<file path="config.mk">
export PLATFORM = sky130hd
export DESIGN_NAME = lockstep_lfsr
export DESIGN_NICKNAME = d
export VERILOG_FILES = /design/src/rtl/lockstep_pkg.sv /design/src/rtl/lockstep_lfsr.sv
export SDC_FILE = /design/constraint.sdc
export NUM_CORES = 1
export LEC_CHECK = 0
export CAP_MARGIN = 20
export CORE_ASPECT_RATIO = 1.75
export CORE_MARGIN = 2
export CORE_UTILIZATION = 47
export CTS_CLUSTER_SIZE = 16
export DETAILED_ROUTE_END_ITERATION = 8
export PLACE_DENSITY = 0.78
export REMOVE_ABC_BUFFERS = 1
export SLEW_MARGIN = 20
export SYNTH_ARGS = -nofsm -noshare
export SYNTH_HDL_FRONTEND = slang
export SYNTH_SLANG_ARGS = --single-unit
</file>
<file path="constraint.sdc">
create_clock -name clk -period 1.1 [get_ports clk]
set_clock_uncertainty 0.15 [all_clocks]
set_input_delay 0.165 -clock clk [delete_from_list [all_inputs] [get_ports clk]]
set_output_delay 0.165 -clock clk [all_outputs]
set_load 0.02 [all_outputs]
</file>
<file path="src/rtl/lockstep_pkg.sv">
// Purpose: shared types and LFSR step function for the on-chip lockstep equivalence checker.
// Latency: none (types, constants and a combinational helper only).
// Backpressure: not applicable.
package lockstep_pkg;

    // Checker run phases.
    typedef enum logic [2:0] {
        IDLE,
        DRST,
        REL,
        APPLY,
        WAIT,
        CMP,
        DONE
    } state_t;

    // Galois feedback mask for x^32 + x^22 + x^2 + x + 1 (bit k holds the x^(k+1) term).
    localparam logic [31:0] LFSR_TAPS = 32'h8020_0003;

    // One right-shifting Galois step; a nonzero state never maps to zero.
    function automatic logic [31:0] lfsr_next(input logic [31:0] s);
        logic [31:0] shifted;
        shifted = {1'b0, s[31:1]};
        lfsr_next = s[0] ? (shifted ^ LFSR_TAPS) : shifted;
    endfunction

endpackage

</file>
<file path="src/rtl/lockstep_lfsr.sv">
// Purpose: 32-bit Galois LFSR with synchronous seed reload and advance enable.
// Latency: new state visible one cycle after load/adv.
// Backpressure: none; adv simply holds the state when low.
module lockstep_lfsr
    import lockstep_pkg::*;
#(
    parameter logic [31:0] SEED = 32'hACE1_2468
) (
    input  logic        clk,
    input  logic        rst,
    input  logic        load,
    input  logic        adv,
    output logic [31:0] state
);

    // An all-zero seed would lock the register, so it is replaced by 1.
    localparam logic [31:0] SEED_NZ = (SEED == 32'h0) ? 32'h1 : SEED;

    // Seed on reset or reload; otherwise step when asked.
    always_ff @(posedge clk or posedge rst) begin
        if (rst) begin
            state <= SEED_NZ;
        end else if (load) begin
            state <= SEED_NZ;
        end else if (adv) begin
            state <= lfsr_next(state);
        end
    end

endmodule

</file>
==> results of run 1 <==
-- stage by stage --
stage | utilization (%) | TNS [ps] | hold WS [ps] | std cells | setup WS (ps)
after floorplan | - | 0 | 73.1 | 101 | 9.23
after global placement | 70.3 | -11930 | 369 | 204 | -335
after detailed placement | 70.3 | -12100 | 388 | 204 | -348
after CTS | 76.8 | -2880 | 90.9 | 218 | -167
after global routing | 76.8 | -3520 | 113 | 215 | -186
final | 76.8 | -2500 | 92.0 | 215 | -160
-- layout make-up --
class                           count  area, sq um  share of cell area [%]
Clock buffer                        8         90.1                    4.10
Inverter                            2         7.51                   0.341
Multi-Input combinational cell     67          477                    21.7
Sequential cell                    32          817                    37.2
Tap cell                           28         35.0                    1.59
Timing Repair Buffer               78          772                    35.1
-- where the power goes --
group / internal [mW] / total, mW / leakage, nW / switching (mW)
combinational: 0.370 / 0.675 / 0.692 / 0.305
clock: 0.509 / 0.912 / 0.0455 / 0.403
sequential: 1.28 / 1.34 / 0.389 / 0.0582
total: 2.16 / 2.92 / 1.13 / 0.766
-- cell families after synthesis --
kind of cell,after synthesis
buf+inv,9
xor+xnor,2
mux,29
simple gates,32
compound gates,4
flops,32
-- layer usage --
layer  up-vias  track usage (%)
met3         5             6.40
met2        21             32.5
met5         -                0
li1        512                -
met4         0             9.80
met1       497             22.1
-- final timing paths --
check	cells after the start	from	slack [ps]	to
min reg2reg	3	state[24]$_DFFE_PP0P_	480	state[23]$_DFFE_PP1P_
max	1	state[5]$_DFFE_PP1P_	-160	state[5]
max reg2reg	3	state[0]$_DFFE_PP0P_	-20	state[1]$_DFFE_PP0P_
min	3	rst	90	state[17]$_DFFE_PP0P_
max in group asynchronous	3	rst	460	state[23]$_DFFE_PP1P_
min in group clk	3	adv	160	state[1]$_DFFE_PP0P_
-- synth_stat cells (2+ instances only) --
cell       n  area (sq um)
clkbuf_1   2          7.51
mux2i_1   29           290
xnor2_1    2          17.5
inv_1      2          7.51
dfrtp_1   19           475
dfstp_2   13           342
buf_12     3          60.1
nand2_1   12          45.0
nor2_1    17          63.8
-- what timing repair did --
action	in CTS	in global routing
setup buffers	6	4
gates resized for setup	194	6
pin swaps	4	7
endpoints found under the setup margin	33	45
==> results.yml, run 1 <==
run_status:
  status: "finished with violations"
  violations: "negative setup slack"
logic_synthesis:
  ys_async_sr_fraction_pct: 100
  syn_area_sq_um: 1380
  synth-simple-area-share_pct: 9.26
  synth_adder_area_share_pct: 0
  synth_compound_area_share_pct: 2.45
  synth_seq_cells: 32
  synth-edff-count: 0
  synth_xor_area_share_pct: 1.27
  synth_ff_type: "dfrtp_1"
  synth.avg_cell_area_sq_um: 12.8
  seq_area_frac_synth_pct: 59.3
  synthCells: 108
  ys_warn_count: 0
  synthDistinctLibCells: 18
  muxShareOfSynthArea_pct: 21.1
  synth_top_family_by_area: "multiplexers"
final_layout:
  top_register: "state"
  syn2layout_area_growth_pct: 59.6
  n_antenna_cell: 0
  largest_reg_flops: 32
  top_regs: "state: 32 flops"
  final_cell_mix: "buf_6 (39), buf_4 (33), mux2i_1 (29)"
  fillers: 183
  design_area_sq_um: 2200
  nets: 190
  drive_above_1_share_pct: 52.9
  final_common_cell: "buf_6"
detailed_routing:
  drt_wl_total_microns: 2960
  num_vias: 1035
  routed.top_layer: "met4"
  postRouteAntennaNets: 0
  drcViolationCount: 0
  wire_per_inst_microns: 13.8
  via_per_inst: 4.81
  wl_met2_microns: 1610
  dr.pass1.iters: 3
  met1Wirelength_microns: 1170
  initialDrtViolationCount: 22
  wl_met3_microns: 119
cts:
  clockBufferDepth: 2
  tritoncts: "built"
  numCtsBuffers: 5
  cts_sinks: 32
  clk_pin_slew_ps: 60
  postCtsHoldBufs: 0
  worstSkewPairLatency_ps: 280
  h-tree-depth: 2
  cts_root_buf: "clkbuf_8"
timing:
  final_hold_viol_count: 0
  setup_ws_ps: -160
  rsz0062_at_grt: "yes"
  slew_headroom_pct: 87.0
  finalCriticalPeriod_ps: 1260
  slew_viol_final: 0
  max_freq_mhz: 794
  post-route-period-util_pct: 115
  tightest_slew_ps: 195
  finalSetupViolCount: 33
die:
  rows: 26
  dieArea_sq_um: 3400
  start_util_pct: 48.1
  die_w_microns: 44.9
  io_pins: 36
  die_y_microns: 75.6
  core_sq_um: 2860
power_and_ir_drop:
  power_mw: 2.92
  power.leakage_nw: 1.13
  worst_ir_drop_vdd_mv: 1.20
  power.density_nw_per_um2: 1330
global_routing:
  grt_pass1_wl_microns: 4680
  grt.overflow.total: 0
  antenna_found_initial: 0
  track_usage_pct: 19.6
  grt_max_degree: 33
  grt_pass1_vias: 1052
critical_path:
  start_kind: "register"
  cp_slowest_cell: "dfstp_2"
  crit_chain: "buf_6"
  cp_data_required_time_ps: 780
  critical_path_peak_fanout: 2
  crit_type: "register to output pin"
  end_kind: "output pin"
  crit_buf_inv: 1
  max_stage_delay_ps: 550
  cp_top_family: "flip-flops"
  crit_arrival_ps: 950
placement:
  placedInstanceArea_sq_um: 2010
  gp_congestion: 0.714
  port_buffers: 35
  dpl.hpwl_microns: 2170
min_path:
  hold_path.class: "input pin to asynchronous set/reset pin"
flow_run:
  cap_violations: 0
Note: power is estimated with default switching activity, not from simulation.
==> inputs of run 2 (changes only) <==
--- a/config.mk
+++ b/config.mk
@@ -8,10 +8,11 @@
 export CAP_MARGIN = 20
 export CORE_ASPECT_RATIO = 1.75
 export CORE_MARGIN = 2
-export CORE_UTILIZATION = 47
+export CORE_UTILIZATION = 50
+export CTS_BUF_LIST = sky130_fd_sc_hd__clkbuf_2 sky130_fd_sc_hd__clkbuf_4 sky130_fd_sc_hd__clkbuf_8
 export CTS_CLUSTER_SIZE = 16
 export DETAILED_ROUTE_END_ITERATION = 8
-export PLACE_DENSITY = 0.78
+export PLACE_DENSITY = 0.82
 export REMOVE_ABC_BUFFERS = 1
 export SLEW_MARGIN = 20
 export SYNTH_ARGS = -nofsm -noshare
==> run 2 against run 1 <==
Effect of this change: the flow still finishes with violations (negative setup slack); total power rose by 3.0%; combinational power up 3.9%; sequential power hardly changed; sequential cell count stayed put; routed wire length increased by 18%; clock-buffer cell count is the same; global-route usage up 4.1 points; setup slack improved by 4.4 ps; critical endpoint is now state[13].
==> results.yml, run 2 (synthesis gave the netlist of run 1 again) <==
cts:
  clockBufferDepth: 2
  postCtsHoldBufs: 0
  numCtsBuffers: 5
  h-tree-depth: 2
  tritoncts: "built"
  cts_sinks: 32
  worstSkewPairLatency_ps: 280
  cts_root_buf: "clkbuf_8"
  clk_pin_slew_ps: 70
critical_path:
  crit_arrival_ps: 940
  critical_path_peak_fanout: 2
  crit_type: "register to output pin"
  cp_data_required_time_ps: 780
  end_kind: "output pin"
  cp_top_family: "flip-flops"
  max_stage_delay_ps: 540
  crit_chain: "buf_6"
  cp_slowest_cell: "dfstp_2"
  crit_buf_inv: 1
  start_kind: "register"
detailed_routing:
  via_per_inst: 5.18
  num_vias: 1114
  drcViolationCount: 0
  wire_per_inst_microns: 16.3
  dr.pass1.iters: 4
  postRouteAntennaNets: 0
  drt_wl_total_microns: 3500
  initialDrtViolationCount: 29
final_layout:
  final_cell_mix: "buf_6 (36), buf_4 (36), mux2i_1 (28)"
  fillers: 154
  syn2layout_area_growth_pct: 61.6
  largest_reg_flops: 32
  drive_above_1_share_pct: 55.9
  utilization_pct: 83.7
  n_antenna_cell: 0
  nets: 191
  top_regs: "state: 32 flops"
  top_register: "state"
die:
  core_sq_um: 2660
  die_w_microns: 43.7
  die_y_microns: 73.4
  rows: 25
  start_util_pct: 51.8
  dieArea_sq_um: 3210
  io_pins: 36
timing:
  setup-tns-final_ps: -2660
  max_freq_mhz: 796
  slew_headroom_pct: 86.9
  whs_ps: 80.2
  finalSetupViolCount: 36
  finalCriticalPeriod_ps: 1260
  rsz0062_at_grt: "yes"
  slew_viol_final: 0
  tightest_slew_ps: 191
  final_hold_viol_count: 0
  post-route-period-util_pct: 114
  setup_ws_ps: -156
power_and_ir_drop:
  power.density_nw_per_um2: 1350
  worst_ir_drop_vdd_mv: 1.19
  power.leakage_nw: 1.14
flow_run:
  cap_violations: 0
min_path:
  hold_path.class: "input pin to asynchronous set/reset pin"
run_status:
  violations: "negative setup slack"
  status: "finished with violations"
global_routing:
  grt.overflow.total: 0
  grt_pass1_vias: 1169
  track_usage_pct: 23.8
  antenna_found_initial: 0
  grt_pass1_wl_microns: 5480
  grt_max_degree: 33
placement:
  preCtsSetupSlack_ps: -335
  dpl.hpwl_microns: 2190
  gp_congestion: 0.723
  port_buffers: 35
-- run 2: changes by cell type in the layout (fill, tap and decap cells not counted), sizes merged --
cell,change
buf,+1
-- run 2: final timing paths --
| kind | slack (ps) | start | end | cells after the start |
|---|---|---|---|---|
| worst max-delay path | -160 | state[13]$_DFFE_PP1P_ | state[13] | 1 |
| min in group clk | 150 | adv | state[1]$_DFFE_PP0P_ | 3 |
| worst max register to register | -90 | state[29]$_DFFE_PP1P_ | state[28]$_DFFE_PP0P_ | 4 |
| max in group asynchronous | 490 | rst | state[6]$_DFFE_PP1P_ | 3 |
| worst min register to register | 490 | state[24]$_DFFE_PP0P_ | state[23]$_DFFE_PP1P_ | 3 |
| worst min-delay path | 80 | rst | state[28]$_DFFE_PP0P_ | 3 |
-- run 2: area by class of cell --
cell class / instances / area, sq um / area share (%)
flip-flops and latches: 32 / 817 / 36.7
repair buffers: 79 / 781 / 35.1
multi-input cells: 67 / 489 / 22.0
clock buffers: 8 / 97.6 / 4.38
well taps: 27 / 33.8 / 1.52
inverters: 2 / 7.51 / 0.337
-- run 2: power breakdown --
group          switching, mW  internal, mW  total [mW]  leakage, nW
Sequential            0.0584          1.28        1.34        0.389
Combinational          0.328         0.373       0.701        0.699
Clock                  0.415         0.559       0.974       0.0523
-- run 2: metal layers --
| metal | vias up | GRT usage (%) | wire length, microns |
|---|---|---|---|
| met3 | 10 | 5.65 | 127 |
| li1 | 513 | - | - |
| met1 | 560 | 26.1 | 1300 |
| met2 | 31 | 41.5 | 1990 |
| met4 | 0 | 11.4 | 83 |
| met5 | - | 0 | 0 |
-- run 2: metrics by stage --
| stage | cell area, sq um | total power, mW | instances |
|---|---|---|---|
| detailed placement | 2020 | 1.98 | 202 |
| global placement | 2020 | 1.96 | 202 |
| finish | 2230 | 3.01 | 215 |
| global route | 2230 | 3.12 | 215 |
| floorplan | 1290 | 1.59 | 101 |
| CTS | 2210 | 3.00 | 215 |
-- run 2: what timing repair did --
action / CTS / global route
gates resized for setup: 195 / 5
endpoints found under the setup margin: 34 / 43
pin swaps: 3 / 4
setup buffers: 5 / 4
-- run 2: tightest hold or removal path: cells and delay by family --
family | cells | cell delay [ps]
buf+inv | 3 | 700
